===== src/rtl/ulpi_phy_reg_resp.sv =====
// Purpose: PHY side of the ULPI register-access protocol (TX CMD reg read/write) plus RX CMD emission.
// Latency: write commits on the cycle after STP is seen; read data drives the bus 3 cycles after the cmd byte.
// Backpressure: link is throttled with ULPI_NXT; RX CMD requests wait in IDLE while a register access is served.
//
// Ports:
//   CLK_60M, NRST_A_USB          ULPI clock, async active-low reset
//   ULPI_DATA_I/O/OE, ULPI_DIR,  ULPI bus (PHY side); DIR=1 means PHY owns the bus
//   ULPI_NXT, ULPI_STP
//   RXCMD_REQ/VAL/BUSY           one-shot RX CMD request, byte, in-progress flag
//   REG_WR_STB/ADDR/DATA         committed register write pulse and its address/data
//   FUNC_CTRL, IFACE_CTRL        live register contents
module ulpi_phy_reg_resp #(
    parameter logic [15:0] VENDOR_ID  = 16'h0424,
    parameter logic [15:0] PRODUCT_ID = 16'h0006
) (
    input  logic       CLK_60M,
    input  logic       NRST_A_USB,
    input  logic [7:0] ULPI_DATA_I,
    output logic [7:0] ULPI_DATA_O,
    output logic       ULPI_DATA_OE,
    output logic       ULPI_DIR,
    output logic       ULPI_NXT,
    input  logic       ULPI_STP,
    input  logic       RXCMD_REQ,
    input  logic [7:0] RXCMD_VAL,
    output logic       RXCMD_BUSY,
    output logic       REG_WR_STB,
    output logic [5:0] REG_WR_ADDR,
    output logic [7:0] REG_WR_DATA,
    output logic [7:0] FUNC_CTRL,
    output logic [7:0] IFACE_CTRL
);

    typedef enum logic [3:0] {
        IDLE, W_ACK, W_DATA, W_STP, R_ACK, R_TURN1, R_DATA, R_TURN2,
        X_TURN1, X_DATA, X_TURN2
    } state_t;

    state_t     state;
    state_t     state_nxt;

    logic [5:0] addr_q;
    logic [7:0] wdat_q;
    logic [7:0] rxcmd_q;
    logic [7:0] otg_ctrl;
    logic [7:0] scratch;

    logic       cmd_vld;
    logic       cmd_rd;
    logic       commit;
    logic [7:0] rd_val;

    logic [7:0] func_nxt;
    logic [7:0] iface_nxt;
    logic [7:0] otg_nxt;
    logic [7:0] scratch_nxt;

    logic       dir_d;
    logic       oe_d;
    logic       nxt_d;
    logic       busy_d;
    logic [7:0] dat_d;

    // Only register read/write commands are honoured; transmit (01) and the
    // extended-address escape (0x2F) are left for the link to retry elsewhere.
    assign cmd_vld = ULPI_DATA_I[7] && (ULPI_DATA_I[5:0] != 6'h2F);
    assign cmd_rd  = ULPI_DATA_I[6];
    assign commit  = (state == W_STP) && ULPI_STP;

    // Group op: offset 0 = load, 1 = set bits, 2 = clear bits.
    function automatic logic [7:0] grp_upd(input logic [7:0] cur,
                                           input logic [1:0] op,
                                           input logic [7:0] d);
        case (op)
            2'd0:    grp_upd = d;
            2'd1:    grp_upd = cur | d;
            2'd2:    grp_upd = cur & ~d;
            default: grp_upd = cur;
        endcase
    endfunction

    // ---------------------------------------------------------------
    // State register
    // ---------------------------------------------------------------
    always_ff @(posedge CLK_60M or negedge NRST_A_USB) begin
        if (!NRST_A_USB) begin
            state <= IDLE;
        end else begin
            state <= state_nxt;
        end
    end

    // ---------------------------------------------------------------
    // Next-state logic
    // ---------------------------------------------------------------
    always_comb begin
        state_nxt = state;
        case (state)
            IDLE: begin
                if (cmd_vld) begin
                    state_nxt = cmd_rd ? R_ACK : W_ACK;
                end else if (RXCMD_REQ) begin
                    state_nxt = X_TURN1;
                end
            end
            W_ACK:   state_nxt = ULPI_STP ? IDLE : W_DATA;
            W_DATA:  state_nxt = ULPI_STP ? IDLE : W_STP;
            W_STP:   state_nxt = ULPI_STP ? IDLE : W_STP;
            R_ACK:   state_nxt = ULPI_STP ? IDLE : R_TURN1;
            R_TURN1: state_nxt = R_DATA;
            R_DATA:  state_nxt = R_TURN2;
            R_TURN2: state_nxt = IDLE;
            X_TURN1: state_nxt = X_DATA;
            X_DATA:  state_nxt = X_TURN2;
            X_TURN2: state_nxt = IDLE;
            default: state_nxt = IDLE;
        endcase
    end

    // ---------------------------------------------------------------
    // Output logic: decoded from the next state so every bus output
    // is a flop that lines up with the state it belongs to.
    // ---------------------------------------------------------------
    always_comb begin
        nxt_d  = (state_nxt == W_ACK) || (state_nxt == W_DATA) || (state_nxt == R_ACK);
        dir_d  = (state_nxt == R_TURN1) || (state_nxt == R_DATA) ||
                 (state_nxt == X_TURN1) || (state_nxt == X_DATA);
        oe_d   = (state_nxt == R_DATA) || (state_nxt == X_DATA);
        busy_d = (state_nxt == X_TURN1) || (state_nxt == X_DATA) || (state_nxt == X_TURN2);
        dat_d  = 8'h00;
        if (state_nxt == R_DATA) begin
            dat_d = rd_val;
        end else if (state_nxt == X_DATA) begin
            dat_d = rxcmd_q;
        end
    end

    always_ff @(posedge CLK_60M or negedge NRST_A_USB) begin
        if (!NRST_A_USB) begin
            ULPI_NXT     <= 1'b0;
            ULPI_DIR     <= 1'b0;
            ULPI_DATA_OE <= 1'b0;
            ULPI_DATA_O  <= 8'h00;
            RXCMD_BUSY   <= 1'b0;
        end else begin
            ULPI_NXT     <= nxt_d;
            ULPI_DIR     <= dir_d;
            ULPI_DATA_OE <= oe_d;
            ULPI_DATA_O  <= dat_d;
            RXCMD_BUSY   <= busy_d;
        end
    end

    // ---------------------------------------------------------------
    // Transfer capture: command address, write data, RX CMD byte
    // ---------------------------------------------------------------
    always_ff @(posedge CLK_60M or negedge NRST_A_USB) begin
        if (!NRST_A_USB) begin
            addr_q  <= 6'h00;
            wdat_q  <= 8'h00;
            rxcmd_q <= 8'h00;
        end else begin
            if (state == IDLE) begin
                if (cmd_vld) begin
                    addr_q <= ULPI_DATA_I[5:0];
                end else if (RXCMD_REQ) begin
                    rxcmd_q <= RXCMD_VAL;
                end
            end
            if ((state == W_DATA) && !ULPI_STP) begin
                wdat_q <= ULPI_DATA_I;
            end
        end
    end

    // ---------------------------------------------------------------
    // Register file
    // ---------------------------------------------------------------
    always_comb begin
        case (addr_q)
            6'h00:                rd_val = VENDOR_ID[7:0];
            6'h01:                rd_val = VENDOR_ID[15:8];
            6'h02:                rd_val = PRODUCT_ID[7:0];
            6'h03:                rd_val = PRODUCT_ID[15:8];
            6'h04, 6'h05, 6'h06:  rd_val = FUNC_CTRL;
            6'h07, 6'h08, 6'h09:  rd_val = IFACE_CTRL;
            6'h0A, 6'h0B, 6'h0C:  rd_val = otg_ctrl;
            6'h16, 6'h17, 6'h18:  rd_val = scratch;
            default:              rd_val = 8'h00;
        endcase
    end

    always_comb begin
        func_nxt    = FUNC_CTRL;
        iface_nxt   = IFACE_CTRL;
        otg_nxt     = otg_ctrl;
        scratch_nxt = scratch;
        // The Reset bit is a strobe: visible for one cycle, then cleared.
        func_nxt[5] = 1'b0;
        if (commit) begin
            case (addr_q)
                6'h04:   func_nxt    = grp_upd(FUNC_CTRL, 2'd0, wdat_q);
                6'h05:   func_nxt    = grp_upd(FUNC_CTRL, 2'd1, wdat_q);
                6'h06:   func_nxt    = grp_upd(FUNC_CTRL, 2'd2, wdat_q);
                6'h07:   iface_nxt   = grp_upd(IFACE_CTRL, 2'd0, wdat_q);
                6'h08:   iface_nxt   = grp_upd(IFACE_CTRL, 2'd1, wdat_q);
                6'h09:   iface_nxt   = grp_upd(IFACE_CTRL, 2'd2, wdat_q);
                6'h0A:   otg_nxt     = grp_upd(otg_ctrl, 2'd0, wdat_q);
                6'h0B:   otg_nxt     = grp_upd(otg_ctrl, 2'd1, wdat_q);
                6'h0C:   otg_nxt     = grp_upd(otg_ctrl, 2'd2, wdat_q);
                6'h16:   scratch_nxt = grp_upd(scratch, 2'd0, wdat_q);
                6'h17:   scratch_nxt = grp_upd(scratch, 2'd1, wdat_q);
                6'h18:   scratch_nxt = grp_upd(scratch, 2'd2, wdat_q);
                default: ; // read-only or unmapped: handshake only
            endcase
        end
    end

    always_ff @(posedge CLK_60M or negedge NRST_A_USB) begin
        if (!NRST_A_USB) begin
            FUNC_CTRL   <= 8'h41;
            IFACE_CTRL  <= 8'h00;
            otg_ctrl    <= 8'h06;
            scratch     <= 8'h00;
            REG_WR_STB  <= 1'b0;
            REG_WR_ADDR <= 6'h00;
            REG_WR_DATA <= 8'h00;
        end else begin
            FUNC_CTRL   <= func_nxt;
            IFACE_CTRL  <= iface_nxt;
            otg_ctrl    <= otg_nxt;
            scratch     <= scratch_nxt;
            REG_WR_STB  <= commit;
            if (commit) begin
                REG_WR_ADDR <= addr_q;
                REG_WR_DATA <= wdat_q;
            end
        end
    end

endmodule


===== config.mk =====
export PLATFORM = sky130hd
export DESIGN_NAME = ulpi_phy_reg_resp
export DESIGN_NICKNAME = d
export VERILOG_FILES = /design/src/rtl/ulpi_phy_reg_resp.sv
export SDC_FILE = /design/constraint.sdc
export NUM_CORES = 1
export LEC_CHECK = 0
export ABC_AREA = 1
export CORE_ASPECT_RATIO = 0.75
export CORE_MARGIN = 2
export CORE_UTILIZATION = 30
export CTS_BUF_LIST = sky130_fd_sc_hd__clkbuf_4
export CTS_CLUSTER_SIZE = 14
export DETAILED_ROUTE_END_ITERATION = 12
export PLACE_DENSITY = 0.52
export RECOVER_POWER = 50
export SYNTH_ARGS = -nofsm -noshare
export SYNTH_HDL_FRONTEND = slang
export SYNTH_SLANG_ARGS = --single-unit

===== constraint.sdc =====
create_clock -name CLK_60M -period 1.4 [get_ports CLK_60M]
set_input_delay 0.28 -clock CLK_60M [delete_from_list [all_inputs] [get_ports CLK_60M]]
set_output_delay 0.28 -clock CLK_60M [all_outputs]
set_load 0.005 [all_outputs]

# ---- After elaboration in Yosys (flattened, before gate mapping)
# Index checks and enable logic that the tools add are counted.
dict set report totals {
  ff_bits 85
  out_inout_bits 43
  word_cells 102
}
dict set report classes {
  n_eq_ne 31
  mux 15
  n_bitwise 10
  reduce_logical 29
}
# op count
set op_table {}
lappend op_table {{$pmux 8 s3} 4}
lappend op_table {{$pmux 8 s7} 1}
lappend op_table {{$and 8x8->8} 4}
lappend op_table {{$or 8x8->8} 4}
lappend op_table {{$pmux 4 s8} 1}
lappend op_table {{$eq 6x4->1 const B} 5}
lappend op_table {{$eq 4x3->1 const B} 6}
lappend op_table {{$eq 6x3->1 const B} 4}
lappend op_table {{$eq 4x4->1 const B} 5}
lappend op_table {{$eq 6x5->1 const B} 3}
lappend op_table {{$mux 8} 2}
lappend op_table {{$eq 4x2->1 const B} 3}
lappend op_table {{$reduce_bool 3->1} 4}
lappend op_table {{$reduce_or 3->1} 4}
lappend op_table {{$reduce_and 2->1} 5}
lappend op_table {{$eq 4x1->1 const B} 2}
lappend op_table {{$logic_or 1x1->1} 8}
lappend op_table {{$mux 4} 2}
lappend op_table {{$not 8->8} 1}
lappend op_table {{$eq 6x1->1 const B} 1}
lappend op_table {{$eq 6x2->1 const B} 1}
lappend op_table {{$logic_not 6->1} 1}
lappend op_table {{$mux 3} 2}
lappend op_table {{$mux 6} 1}
lappend op_table {{other kinds (8)} 11}

# ---- Longest topological paths before layout
dict set report depth {
  ltp_word 8
  depth_mapped 10
}

# ---- Least setup slack after synthesis
# Ideal clock, no wire load.
dict set report synth_path {
  path_type {register to register}
  startpoint {reg addr_q[1]}
  endpoint {reg otg_ctrl[0]}
  setup_time_ps 129
  t_arrival_ps 1404
  required_time_ps 1271
  slack_ps -133
  stages_incl_launch_ff 8
  path_buffers 1
  synth_period_minus_slack_ps 1533
  cell_sequence {dfrtp_1 > nor2_1 > buf_2 > nand3_1 > nand2_2 > nand2_1 > o21ai_0 > o21ai_0}
}
dict set report synth_via {
  elab_chain_cells 3
  elab_cells_between_ends 6
  classes_between {3 x eq/ne; 1 x mux; 2 x reduce/logical}
}
# element line
set synth_lines {}
lappend synth_lines {{from (decl)} 42} ;# logic [5:0] addr_q;
lappend synth_lines {{from (signal assigned)} 165} ;# addr_q <= ULPI_DATA_I[5:0];
lappend synth_lines {{$eq 6x4->1} 201} ;# case (addr_q)
lappend synth_lines {{$reduce_bool 3->1 (no source line)} n/a}
lappend synth_lines {{$reduce_and 2->1 (no source line)} n/a}
lappend synth_lines {{to (signal assigned)} 231} ;# otg_ctrl <= otg_nxt;
lappend synth_lines {{to (decl)} 45} ;# logic [7:0] otg_ctrl;
# Parallel ways exist; a longest one is shown, timed or not.
# A chain may end at the register's enable or synchronous reset.

# ---- Worst setup path after layout
dict set report layout_path {
  startpoint {reg addr_q[3]}
  endpoint {reg IFACE_CTRL[2]}
}
dict set report layout_via {
  elab_chain_cells 3
  elab_cells_between_ends 6
  classes_between {3 x eq/ne; 1 x mux; 2 x reduce/logical}
}
# element line
set layout_lines {}
lappend layout_lines {{$eq 6x3->1 or $eq 6x4->1 (tied branches)} 201}
lappend layout_lines {{$reduce_bool 3->1 (no source line)} n/a}
lappend layout_lines {{$reduce_and 2->1 (no source line)} n/a}
lappend layout_lines {{to (signal assigned)} 230} ;# IFACE_CTRL <= iface_nxt;
lappend layout_lines {{to (decl)} 31} ;# output logic [7:0] IFACE_CTRL
# Parallel ways exist; a longest one is shown, timed or not.

==> run summary <==
Ys Warns - 0
P_int - 6.52 mW
TritonCTS clock tree - yes
R2R Path Start - addr_q[3]$_DFFE_PN0P_
Required @ worst endpoint - 1.73 ns
Die H - 101 um
Hold Path Origin - RXCMD_VAL[0]
Diode count - 0
Layout Cells excl Fill - 784
Type of destination of the critical path - register
Syn Nets - 477
Routed len/inst - 15.7 um
CORE AREA - 12,300 um2
Min-delay worst type - input port to register
Switching pwr - 4.44 mW
I/O pin total - 63
Post-DP HPWL - 8380 um
Worst slack, placed - -0.543 ns
Worst-path clk slew - 0.15 ns
Syn avg cell area - 8.31 um2
FP Rows - 35
Max-slew headroom - 54.9%
Sw Share - 40.5%
Routed Antenna Nets - 0
Post-route clock period utilization - 112%
Grt total ovfl - 0
Gr usage total - 17.9%
Placed Cells - 730
Failing checks - negative setup slack
Via-to-Cell Ratio - 4.82
Largest net degree at the start of global routing - 27
Share of cells above drive strength 1 - 38.5%
CP startpoint kind - register
First-pass GRT wire length - 18,700 um
Max Slew Vio Count - 0
Netlist cell types - 22
Tightest Pin Transition - 0.676 ns
Reg2Reg Depth - 10
Worst Skew - 0.0151 ns
Initial antenna violation count - 0
Sequential share of power - 38.2%
Starting density of the core - 30.9%
WP data arrival - 1.90 ns
CP max FO - 5
Max clock buf depth - 2
Initial drt markers - 229
Vias in the first global route - 3,797
Chip Width - 134 um
Synthesized area - 3800 um2
Fin nets - 633
Vias after detailed routing - 3,780
Final worst path period need - 1.57 ns
Total of max-cap violations - 0
Fmax - 636 MHz
CTS sink count - 85
Seq/Total Area, Yosys - 56.1%
Routed wire length - 12,300 um
Reg2Reg Setup Slack - -0.17 ns
FF-to-FF End - IFACE_CTRL[2]$_DFFE_PN0P_
TritonCTS buffer count - 9
First drt pass iteration count - 4
Critical path type - register to register
Max H-tree Level - 3
FF+latch count, synth - 85
PwrDens - 1800 nW/um2
Gate power share - 46.7%
DIE AREA - 13,600 um2
Clk root buf - clkbuf_4
Syn-to-layout area delta - 60.2%
Leakage - 2.82 nW
Worst Hold Path EP - rxcmd_q[0]$_DFFE_PN0P_
Peak supply drop - 0.000717 V
DRC - 0
Post-Syn Instances - 457
Port-buffer cells - 62
Status - finished, violations left
Final WS setup - -0.174 ns
Unrepaired setup endpoints after global routing - yes
Worst Hold Depth - 3
Clock Power Share - 15.0%
Worst-Skew Late Latency - 0.46 ns
Routability Congestion - 0.865
Setup violators final - 60
Final hold vios - 0
## synthesized netlist by cell type
master | n | area (um2)
nand2_1 | 129 | 484
dfrtp_1 | 81 | 2030
o21ai_0 | 81 | 405
inv_1 | 46 | 173
nor2_1 | 31 | 116
nand3_1 | 25 | 125
a21oi_1 | 14 | 70.1
nand4_1 | 11 | 68.8
o21ai_1 | 7 | 35.0
clkbuf_1 | 5 | 18.8
dfstp_2 | 4 | 105
nand2_2 | 4 | 25.0
nor2_2 | 4 | 25.0
buf_2 | 3 | 15.0
nor2_4 | 3 | 33.8
inv_2 | 2 | 7.51
nand3_2 | 2 | 20.0
a21boi_1 | 1 | 7.51
a31oi_1 | 1 | 6.26
nor3_1 | 1 | 5.00
nor3_4 | 1 | 16.3
o21ai_2 | 1 | 8.76
## cells in the final DEF, fill, tap and decap left out, types with 4 or more instances in the layout
cell type,count
buf_6,21
inv_1,36
dfrtp_1,79
nand2_1,113
o21ai_1,46
o21ai_2,21
nor2_4,18
clkbuf_2,14
dfstp_2,4
nand4_1,11
nor2_2,10
buf_12,5
buf_4,57
nand2_4,4
clkdlybuf4s50_1,18
o21ai_0,20
nand2_8,4
nand2_2,13
clkinv_4,4
clkdlybuf4s15_1,27
nor2_1,10
nand3_1,14
nand3_4,7
a21oi_2,8
clkbuf_4,11
inv_2,9
nand3_2,6
## worst max-delay path by stage
stage	from	to	slack, ns	cells after the start
floorplan	state[3]$_DFF_PN0_	FUNC_CTRL[1]$_DFFE_PN0P_	-0.03	9
global placement	ULPI_STP	IFACE_CTRL[0]$_DFFE_PN0P_	-0.45	9
detailed placement	ULPI_STP	scratch[4]$_DFFE_PN0P_	-0.54	7
CTS	addr_q[3]$_DFFE_PN0P_	IFACE_CTRL[2]$_DFFE_PN0P_	-0.14	10
global route	state[0]$_DFF_PN0_	FUNC_CTRL[2]$_DFFE_PN0P_	-0.25	8
finish	addr_q[3]$_DFFE_PN0P_	IFACE_CTRL[2]$_DFFE_PN0P_	-0.17	10
## power groups by stage
stage | combinational (mW) | clock (mW) | sequential, mW
3_3_place_gp | 3.80 | 0 | 4.12
6_report | 5.12 | 1.65 | 4.19
4_1_cts | 4.79 | 1.70 | 4.10
3_5_place_dp | 3.86 | 0 | 4.15
2_1_floorplan | 1.71 | 0 | 4.01
5_1_grt | 5.60 | 1.79 | 4.29
## metrics by stage
stage          hold slack (ns)  TNS, ns  area (um2)  util (%)  power, mW
2_1_floorplan          -0.0156   -0.323        3850         -       5.72
3_3_place_gp             0.234   -27.92        5090      41.4       7.92
3_5_place_dp             0.235   -30.39        5090      41.4       8.01
4_1_cts                  0.273    -3.39        5890      47.9       10.6
5_1_grt                  0.340    -9.73        6090      49.5       11.7
6_report                 0.346    -4.83        6090      49.5       11.0
## per-layer routing
layer | wire length (um) | vias to the layer above | GRT usage (%)
li1 | - | 1819 | -
met1 | 5790 | 1839 | 23.5
met2 | 5720 | 102 | 29.1
met3 | 574 | 20 | 4.35
met4 | 206 | 0 | 6.46
met5 | 0 | - | 0
## logic make-up (layout without fill, tap and decap cells)
| logic type | Yosys count | in the layout | share of synthesized area [%] |
|---|---|---|---|
| buffers and inverters | 56 | 216 | 5.63 |
| AND/OR/NAND/NOR | 211 | 212 | 24.2 |
| flip-flops | 85 | 85 | 56.1 |
| AO/OA/AOI/OAI | 105 | 105 | 14.0 |
## registers in the layout (all words and copies together) (netlist names), 4 cells and up
register and count:
otg_ctrl 8, state 4, REG_WR_DATA 8, FUNC_CTRL 8, addr_q 6, wdat_q 8, scratch 8, ULPI_DATA_O 8
IFACE_CTRL 8, REG_WR_ADDR 6, rxcmd_q 8
## area by class of cell
| type | instances | area [um2] |
|---|---|---|
| tap | 166 | 208 |
| sequential | 85 | 2130 |
| timing repair buffer | 152 | 1400 |
| fill | 1160 | 6220 |
| clock buffer | 9 | 67.6 |
| multi-input combinational | 317 | 1980 |
| clock inverter | 7 | 100 |
| inverter | 48 | 200 |
## critical path, cell delays in order, from the launching register on
cell     delay [ns]
dfrtp_1        0.44
buf_6          0.14
nor2_4         0.13
nand3_2        0.11
nand2_4        0.09
inv_2          0.04
nor2_4         0.14
buf_6          0.15
o21ai_1        0.07
nand2_1        0.07
o21ai_1        0.06
## what timing repair did
item / in CTS / in global routing
endpoints found under the hold margin: 19 / 0
buffers inserted: 31 / 2
pin swaps: 51 / 34
hold buffers: 1 / 0
endpoints found under the setup margin: 119 / 93
gates resized for setup: 230 / 94
cloned: 1 / 4
(Power assumes the default switching activity.)
